**src/rtl/pipeline_pkg.sv**
```systemverilog
// Shared pipeline types: hazard sequencer state and the per-stage control bundle.
// Also holds the canonical control words and the RUN-mode hazard resolution.
package pipeline_pkg;

  typedef enum logic [1:0] {
    RUN      = 2'd0,
    MEM_WAIT = 2'd1,
    HALT     = 2'd2
  } hazard_state_e;

  typedef struct packed {
    logic pc_write;
    logic if_id_write;
    logic id_ex_write;
    logic ex_mem_write;
    logic if_id_flush;
    logic id_ex_flush;
    logic mem_wb_flush;
  } stage_ctrl_t;

  localparam stage_ctrl_t CTRL_RUN = '{
    pc_write: 1'b1, if_id_write: 1'b1, id_ex_write: 1'b1, ex_mem_write: 1'b1,
    if_id_flush: 1'b0, id_ex_flush: 1'b0, mem_wb_flush: 1'b0
  };

  // Whole pipeline held; WB gets a bubble so the stalled MEM op does not retire twice.
  localparam stage_ctrl_t CTRL_FREEZE = '{
    pc_write: 1'b0, if_id_write: 1'b0, id_ex_write: 1'b0, ex_mem_write: 1'b0,
    if_id_flush: 1'b0, id_ex_flush: 1'b0, mem_wb_flush: 1'b1
  };

  localparam stage_ctrl_t CTRL_RESET = '{
    pc_write: 1'b0, if_id_write: 1'b0, id_ex_write: 1'b0, ex_mem_write: 1'b0,
    if_id_flush: 1'b1, id_ex_flush: 1'b1, mem_wb_flush: 1'b1
  };

  // Branch wins over load-use: the dependent instruction in ID is discarded anyway.
  function automatic stage_ctrl_t run_ctrl(input logic branch_taken, input logic load_use);
    stage_ctrl_t c;
    c = CTRL_RUN;
    if (branch_taken) begin
      c.if_id_flush = 1'b1;
      c.id_ex_flush = 1'b1;
    end else if (load_use) begin
      c.pc_write    = 1'b0;
      c.if_id_write = 1'b0;
      c.id_ex_flush = 1'b1;
    end
    return c;
  endfunction

endpackage

```
**src/rtl/hazard_ctrl_sat_counter.sv**
```systemverilog
// Saturating up-counter used for the stall/flush performance monitors.
// Holds at all-ones once reached; cleared by synchronous active-low reset.
module sat_counter #(
  parameter int W = 32
) (
  input  logic         clk,
  input  logic         rst_n,
  input  logic         inc,
  output logic [W-1:0] count
);

  always_ff @(posedge clk) begin
    if (!rst_n) begin
      count <= '0;
    end else if (inc && (count != {W{1'b1}})) begin
      count <= count + 1'b1;
    end
  end

endmodule

```
**src/rtl/hazard_ctrl.sv**
```systemverilog
// Pipeline hazard sequencer: load-use stalls, taken-branch flushes, data-memory
// wait freezes with a timeout that halts the core, plus stall/flush counters.
module hazard_ctrl
  import pipeline_pkg::*;
#(
  parameter int MEM_TIMEOUT = 16,
  parameter int CNT_W       = 32
) (
  input  logic             clk,
  input  logic             rst_n,
  input  logic [4:0]       id_rs1,
  input  logic [4:0]       id_rs2,
  input  logic             id_uses_rs1,
  input  logic             id_uses_rs2,
  input  logic             id_ex_memread,
  input  logic [4:0]       id_ex_rd,
  input  logic             ex_branch_taken,
  input  logic             mem_req,
  input  logic             dmem_ready,
  output logic             pc_write,
  output logic             if_id_write,
  output logic             id_ex_write,
  output logic             ex_mem_write,
  output logic             if_id_flush,
  output logic             id_ex_flush,
  output logic             mem_wb_flush,
  output logic             halted,
  output logic [CNT_W-1:0] stall_cnt,
  output logic [CNT_W-1:0] flush_cnt
);

  localparam int WAIT_W = $clog2(MEM_TIMEOUT + 1);

  hazard_state_e     r_state;
  hazard_state_e     w_state_next;
  logic [WAIT_W-1:0] r_wait_cnt;
  logic [WAIT_W-1:0] w_wait_cnt_next;
  stage_ctrl_t       w_ctrl;
  logic              w_load_use;
  logic              w_miss;
  logic              w_stall_inc;
  logic              w_flush_inc;

  assign w_load_use = id_ex_memread && (id_ex_rd != 5'd0) &&
                      ((id_uses_rs1 && (id_ex_rd == id_rs1)) ||
                       (id_uses_rs2 && (id_ex_rd == id_rs2)));

  assign w_miss = mem_req && !dmem_ready;

  always_ff @(posedge clk) begin
    if (!rst_n) begin
      r_state    <= RUN;
      r_wait_cnt <= '0;
    end else begin
      r_state    <= w_state_next;
      r_wait_cnt <= w_wait_cnt_next;
    end
  end

  always_comb begin
    w_state_next    = r_state;
    w_wait_cnt_next = r_wait_cnt;
    w_ctrl          = CTRL_RUN;
    if (!rst_n) begin
      w_ctrl = CTRL_RESET;
    end else begin
      unique case (r_state)
        RUN: begin
          if (w_miss) begin
            w_ctrl          = CTRL_FREEZE;
            w_state_next    = MEM_WAIT;
            w_wait_cnt_next = WAIT_W'(1);
          end else begin
            w_ctrl = run_ctrl(ex_branch_taken, w_load_use);
          end
        end
        MEM_WAIT: begin
          if (!dmem_ready) begin
            w_ctrl = CTRL_FREEZE;
            // The miss cycle in RUN counts as wait 1, so HALT follows MEM_TIMEOUT+1 frozen cycles.
            if (r_wait_cnt == WAIT_W'(MEM_TIMEOUT)) begin
              w_state_next = HALT;
            end else begin
              w_wait_cnt_next = r_wait_cnt + 1'b1;
            end
          end else begin
            w_ctrl          = run_ctrl(ex_branch_taken, w_load_use);
            w_state_next    = RUN;
            w_wait_cnt_next = '0;
          end
        end
        HALT: begin
          w_ctrl = CTRL_FREEZE;
        end
        default: begin
          w_ctrl       = CTRL_FREEZE;
          w_state_next = RUN;
        end
      endcase
    end
  end

  assign pc_write     = w_ctrl.pc_write;
  assign if_id_write  = w_ctrl.if_id_write;
  assign id_ex_write  = w_ctrl.id_ex_write;
  assign ex_mem_write = w_ctrl.ex_mem_write;
  assign if_id_flush  = w_ctrl.if_id_flush;
  assign id_ex_flush  = w_ctrl.id_ex_flush;
  assign mem_wb_flush = w_ctrl.mem_wb_flush;
  assign halted       = rst_n && (r_state == HALT);

  assign w_stall_inc = !w_ctrl.pc_write && (r_state != HALT);
  assign w_flush_inc = w_ctrl.if_id_flush;

  sat_counter #(.W(CNT_W)) u_stall_cnt (
    .clk   (clk),
    .rst_n (rst_n),
    .inc   (w_stall_inc),
    .count (stall_cnt)
  );

  sat_counter #(.W(CNT_W)) u_flush_cnt (
    .clk   (clk),
    .rst_n (rst_n),
    .inc   (w_flush_inc),
    .count (flush_cnt)
  );

endmodule
```
**config.mk**
```make
export PLATFORM = sky130hd
export DESIGN_NAME = hazard_ctrl
export DESIGN_NICKNAME = d
export VERILOG_FILES = /design/src/rtl/pipeline_pkg.sv /design/src/rtl/hazard_ctrl_sat_counter.sv /design/src/rtl/hazard_ctrl.sv
export SDC_FILE = /design/constraint.sdc
export NUM_CORES = 1
export LEC_CHECK = 0
export CORE_MARGIN = 3
export CORE_UTILIZATION = 40
export DETAILED_ROUTE_END_ITERATION = 10
export HOLD_SLACK_MARGIN = 0.15
export PLACE_DENSITY = 0.73
export SYNTH_ARGS = -nofsm -noshare
export SYNTH_HDL_FRONTEND = slang
export SYNTH_SLANG_ARGS = --single-unit
```
**constraint.sdc**
```tcl
create_clock -name clk -period 2.1 [get_ports clk]
set_input_delay 0.42 -clock clk [delete_from_list [all_inputs] [get_ports clk]]
set_output_delay 0.42 -clock clk [all_outputs]
set_load 0.005 [all_outputs]
```
==> flow_summary.rst <==
.. list-table::
   :header-rows: 1

   * - Metric
     - Value
   * - Clock sink count
     - 71
   * - Minimum setup slack after placement
     - -0.7209 ns
   * - Internal reg-to-reg setup slack
     - 0.02 ns
   * - Number of placement rows
     - 35
   * - Final core occ
     - 64.67%
   * - Initial antenna violation count
     - 0
   * - Worst r2r path cells
     - 5
   * - DPL Wire Length
     - 8326 microns
   * - Clock latency at the later pin of the worst-skew pair
     - 0.36 ns
   * - Die area
     - 10910 sq um
   * - Worst Hold Slack
     - 0.4971 ns
   * - Worst Path Required
     - 2.40 ns
   * - Max-Cap Viols
     - 0
   * - Number of enable-type register cells in the synthesized netlist
     - 0
   * - Number of placed instances with taps included
     - 764
   * - Commonest cells in the synthesized netlist
     - sky130_fd_sc_hd__dfxtp_1 (71), sky130_fd_sc_hd__nor2_1 (46), sky130_fd_sc_hd__nand2_1 (40)
   * - Worst path arrival time
     - 2.38 ns
   * - Layout cell share with drive strength beyond 1
     - 25.19%
   * - Synthesis-to-layout area growth
     - 55.62%
   * - Via count of the first global-routing pass
     - 4207
   * - Clock Skew
     - 0.01303 ns
   * - Gr ovfl total
     - 0
   * - Flip-flop and latch count after synthesis
     - 71
   * - Clock buffer count from CTS
     - 9
   * - Total net switching power
     - 0.7236 mW
   * - Crit Path Class
     - reg -> reg
   * - Synthesized cell area
     - 3876 sq um
   * - Share of power burned in the clock network
     - 39.5%
   * - VDD IR max
     - 0.2971 mV
   * - I/O Buffers
     - 94
   * - Post-layout instance count excluding filler cells
     - 788
   * - Routed via count divided by cell count
     - 5.485
   * - Vertical die dimension
     - 104.4 microns
   * - Result of the run
     - finished, final reports clean
   * - Dominant cell type by area after synthesis
     - sky130_fd_sc_hd__dfxtp_1
   * - Number of slew-limit violations in the final report
     - 0
   * - Flip-flop cell with the highest count after synthesis
     - sky130_fd_sc_hd__dfxtp_1
   * - TritonCTS clock tree
     - yes
   * - Share of the yosys chip area belonging to registers
     - 36.67%
   * - Count of different cell masters after synthesis
     - 51
   * - CP endpoint kind
     - register
   * - Number of antenna diodes
     - 0
   * - Routed WL
     - 11670 microns
   * - Area contributors post-synth
     - sky130_fd_sc_hd__dfxtp_1 (37%), sky130_fd_sc_hd__xor2_1 (5.2%), sky130_fd_sc_hd__nor2_1 (4.5%)
   * - Leakage power total
     - 2.280 nW
   * - Placeable core area
     - 9328 sq um
   * - Fin. Hold Viols
     - 0
   * - Async set or reset register ratio after synthesis
     - 0%
   * - Pin count of the biggest net entering global routing
     - 33
   * - Startpoint of the worst-slack reg-to-reg timing path
     - u_stall_cnt.count[11]$_SDFFE_PN0P_
   * - Cell-internal power
     - 2.124 mW
   * - Measured slew at the worst slew-check pin
     - 0.4957 ns
   * - Worst min-delay path category
     - reg -> reg
   * - Combinational cell fraction of total power
     - 12.4%
   * - CP startpoint kind
     - register
   * - Global-route wire length before repair
     - 19200 microns
   * - DRC violations left
     - 0
   * - Part of the total power dissipated in sequential elements
     - 48.1%
   * - Final clock period utilization by the worst path
     - 98.90%
   * - Most frequent cell after synthesis
     - sky130_fd_sc_hd__dfxtp_1
   * - Sum of internal, switching and leakage power
     - 2.848 mW
   * - Filler cells
     - 769
   * - Maximum net fanout on the critical path
     - 3
   * - Power per cell area
     - 472.1 nW/um^2
   * - Number of top-level pins
     - 95
   * - CTS H-tree lvls
     - 3
   * - Length of the first detailed-routing pass in iterations
     - 4
   * - DRT antenna net count
     - 0
   * - Switching share of total power
     - 25.41%
   * - Starting DRT DRC Count
     - 255
   * - Hold path cells
     - 2
   * - Setup WS post-layout
     - 0.02311 ns
   * - Tot GR Track Use
     - 20.91%
   * - Syn nets
     - 505
   * - Nets@finish
     - 681
   * - RSZ-0062 raised after global routing
     - true
   * - Routed length per instance
     - 14.81 microns
   * - Mean instance size in the synthesized netlist
     - 8.109 sq um
   * - Total number of vias
     - 4322
   * - Final RePlAce weighted congestion
     - 0.8639
   * - Highest attainable clock frequency
     - 0.4815 GHz
   * - Final number of setup-violating endpoints
     - 0
   * - Top-area cell type share of the netlist area
     - 36.67%
   * - Yosys warns
     - 0
   * - Horizontal extent of the die
     - 104.4 microns
   * - Clk root buf
     - sky130_fd_sc_hd__clkbuf_8
   * - Hold path startpoint
     - u_stall_cnt.count[28]$_SDFFE_PN0P_
   * - CTS Buffer Depth
     - 2
   * - FF-to-FF End
     - u_stall_cnt.count[21]$_SDFFE_PN0P_
   * - Sink of the worst hold path
     - u_stall_cnt.count[28]$_SDFFE_PN0P_
   * - Fin crit period
     - 2.077 ns
   * - Effective utilization at floorplan
     - 41.56%
   * - Max-slew headroom at the worst pin
     - 66.50%
   * - Clk pin slew, worst setup/hold paths
     - 0.08 ns
   * - Cells after synthesis
     - 478
==> worst max-delay path by stage <==
stage | from | end | slack, ns | cells past startpoint
floorplan | u_stall_cnt.count[5]$_SDFFE_PN0P_ | u_stall_cnt.count[21]$_SDFFE_PN0P_ | -0.04 | 5
global placement | id_ex_rd[1] | pc_write | -0.70 | 7
detailed placement | id_ex_rd[2] | if_id_write | -0.72 | 7
CTS | dmem_ready | if_id_flush | -0.01 | 6
global route | u_stall_cnt.count[11]$_SDFFE_PN0P_ | u_stall_cnt.count[27]$_SDFFE_PN0P_ | -0.05 | 6
finish | u_stall_cnt.count[11]$_SDFFE_PN0P_ | u_stall_cnt.count[21]$_SDFFE_PN0P_ | 0.02 | 5
==> placed cells by master, fill, tap and decap left out, drive strengths merged, types with 5 or more instances in the layout <==
cell type and n:
a21oi 29, o21ai 16, inv 12, or3 8
xor2 23, xnor2 14, nand2 40, nand4 24
o31ai 22, and2 8, clkdlybuf4s50 67, clkbuf 14
o21a 5, and3 10, nand2b 7, or4 26
nor3 8, buf 104, o211ai 7, dlygate4sd2 14
nand3 25, nor2 46, dfxtp 71, nor4 10
dlymetal6s2s 5
==> stage by stage <==
step                      cell area, sq um  setup TNS (ns)
after floorplan                       3881        -0.04246
after global placement                5620          -23.91
after detailed placement              5620          -26.68
after CTS                             5869        -0.01493
after global routing                  6032         -0.1035
final                                 6032               0
==> power by group through the flow <==
stage	clock [mW]	sequential (mW)	combinational (mW)
after global placement	0	1.40	0.325
after global routing	1.19	1.37	0.379
after floorplan	0	1.41	0.124
after detailed placement	0	1.40	0.336
after CTS	1.14	1.37	0.330
final	1.12	1.37	0.353
==> cell type report <==
class                   instances  area, sq um  area share [%]
multi-input cells             365         2430           40.28
repair buffers                194         1757           29.12
flip-flops and latches         71         1436           23.81
well taps                     129        161.4           2.676
clock buffers                  11        141.4           2.344
clock inverters                 5        57.56          0.9542
inverters                      13        48.80          0.8090
==> cells by family after synthesis <==
kind of cell | share of synthesized area, %
compound gates | 16.72
xor+xnor | 8.360
fa+ha+maj | 1.291
buf+inv | 4.551
flops | 36.67
mux | 1.033
simple gates | 31.38
==> worst max-delay path, cell delays in order, from the launching register on <==
cell and delay [ns]:
sky130_fd_sc_hd__dfxtp_2 0.34, sky130_fd_sc_hd__nand4_1 0.13, sky130_fd_sc_hd__or4_4 0.54, sky130_fd_sc_hd__or4_4 0.45
sky130_fd_sc_hd__or4_1 0.43, sky130_fd_sc_hd__a21oi_2 0.12
==> state kept, by name (all words and copies together) (netlist names) <==
signal             cells
r_state                2
u_flush_cnt.count     32
r_wait_cnt             5
u_stall_cnt.count     32
==> metal layers <==
metal  up-vias  GRT usage [%]  share of wire [%]
met1      2044          25.25                 43
met3        20          3.662                5.4
met4         0          9.022                1.8
met5         -              0                  0
met2       130          36.30                 50
li1       2128              -                  -
==> timing repair <==
action / 4_1_cts / 5_1_grt
endpoints found under the setup margin: 49 / 38
buffers inserted: 2 / 4
endpoints found under the hold margin: 0 / 0
hold buffers: 0 / 0
pin swaps: 18 / 17
gates cloned: 1 / 1
gates resized for setup: 54 / 36
(Power assumes the default switching activity.)
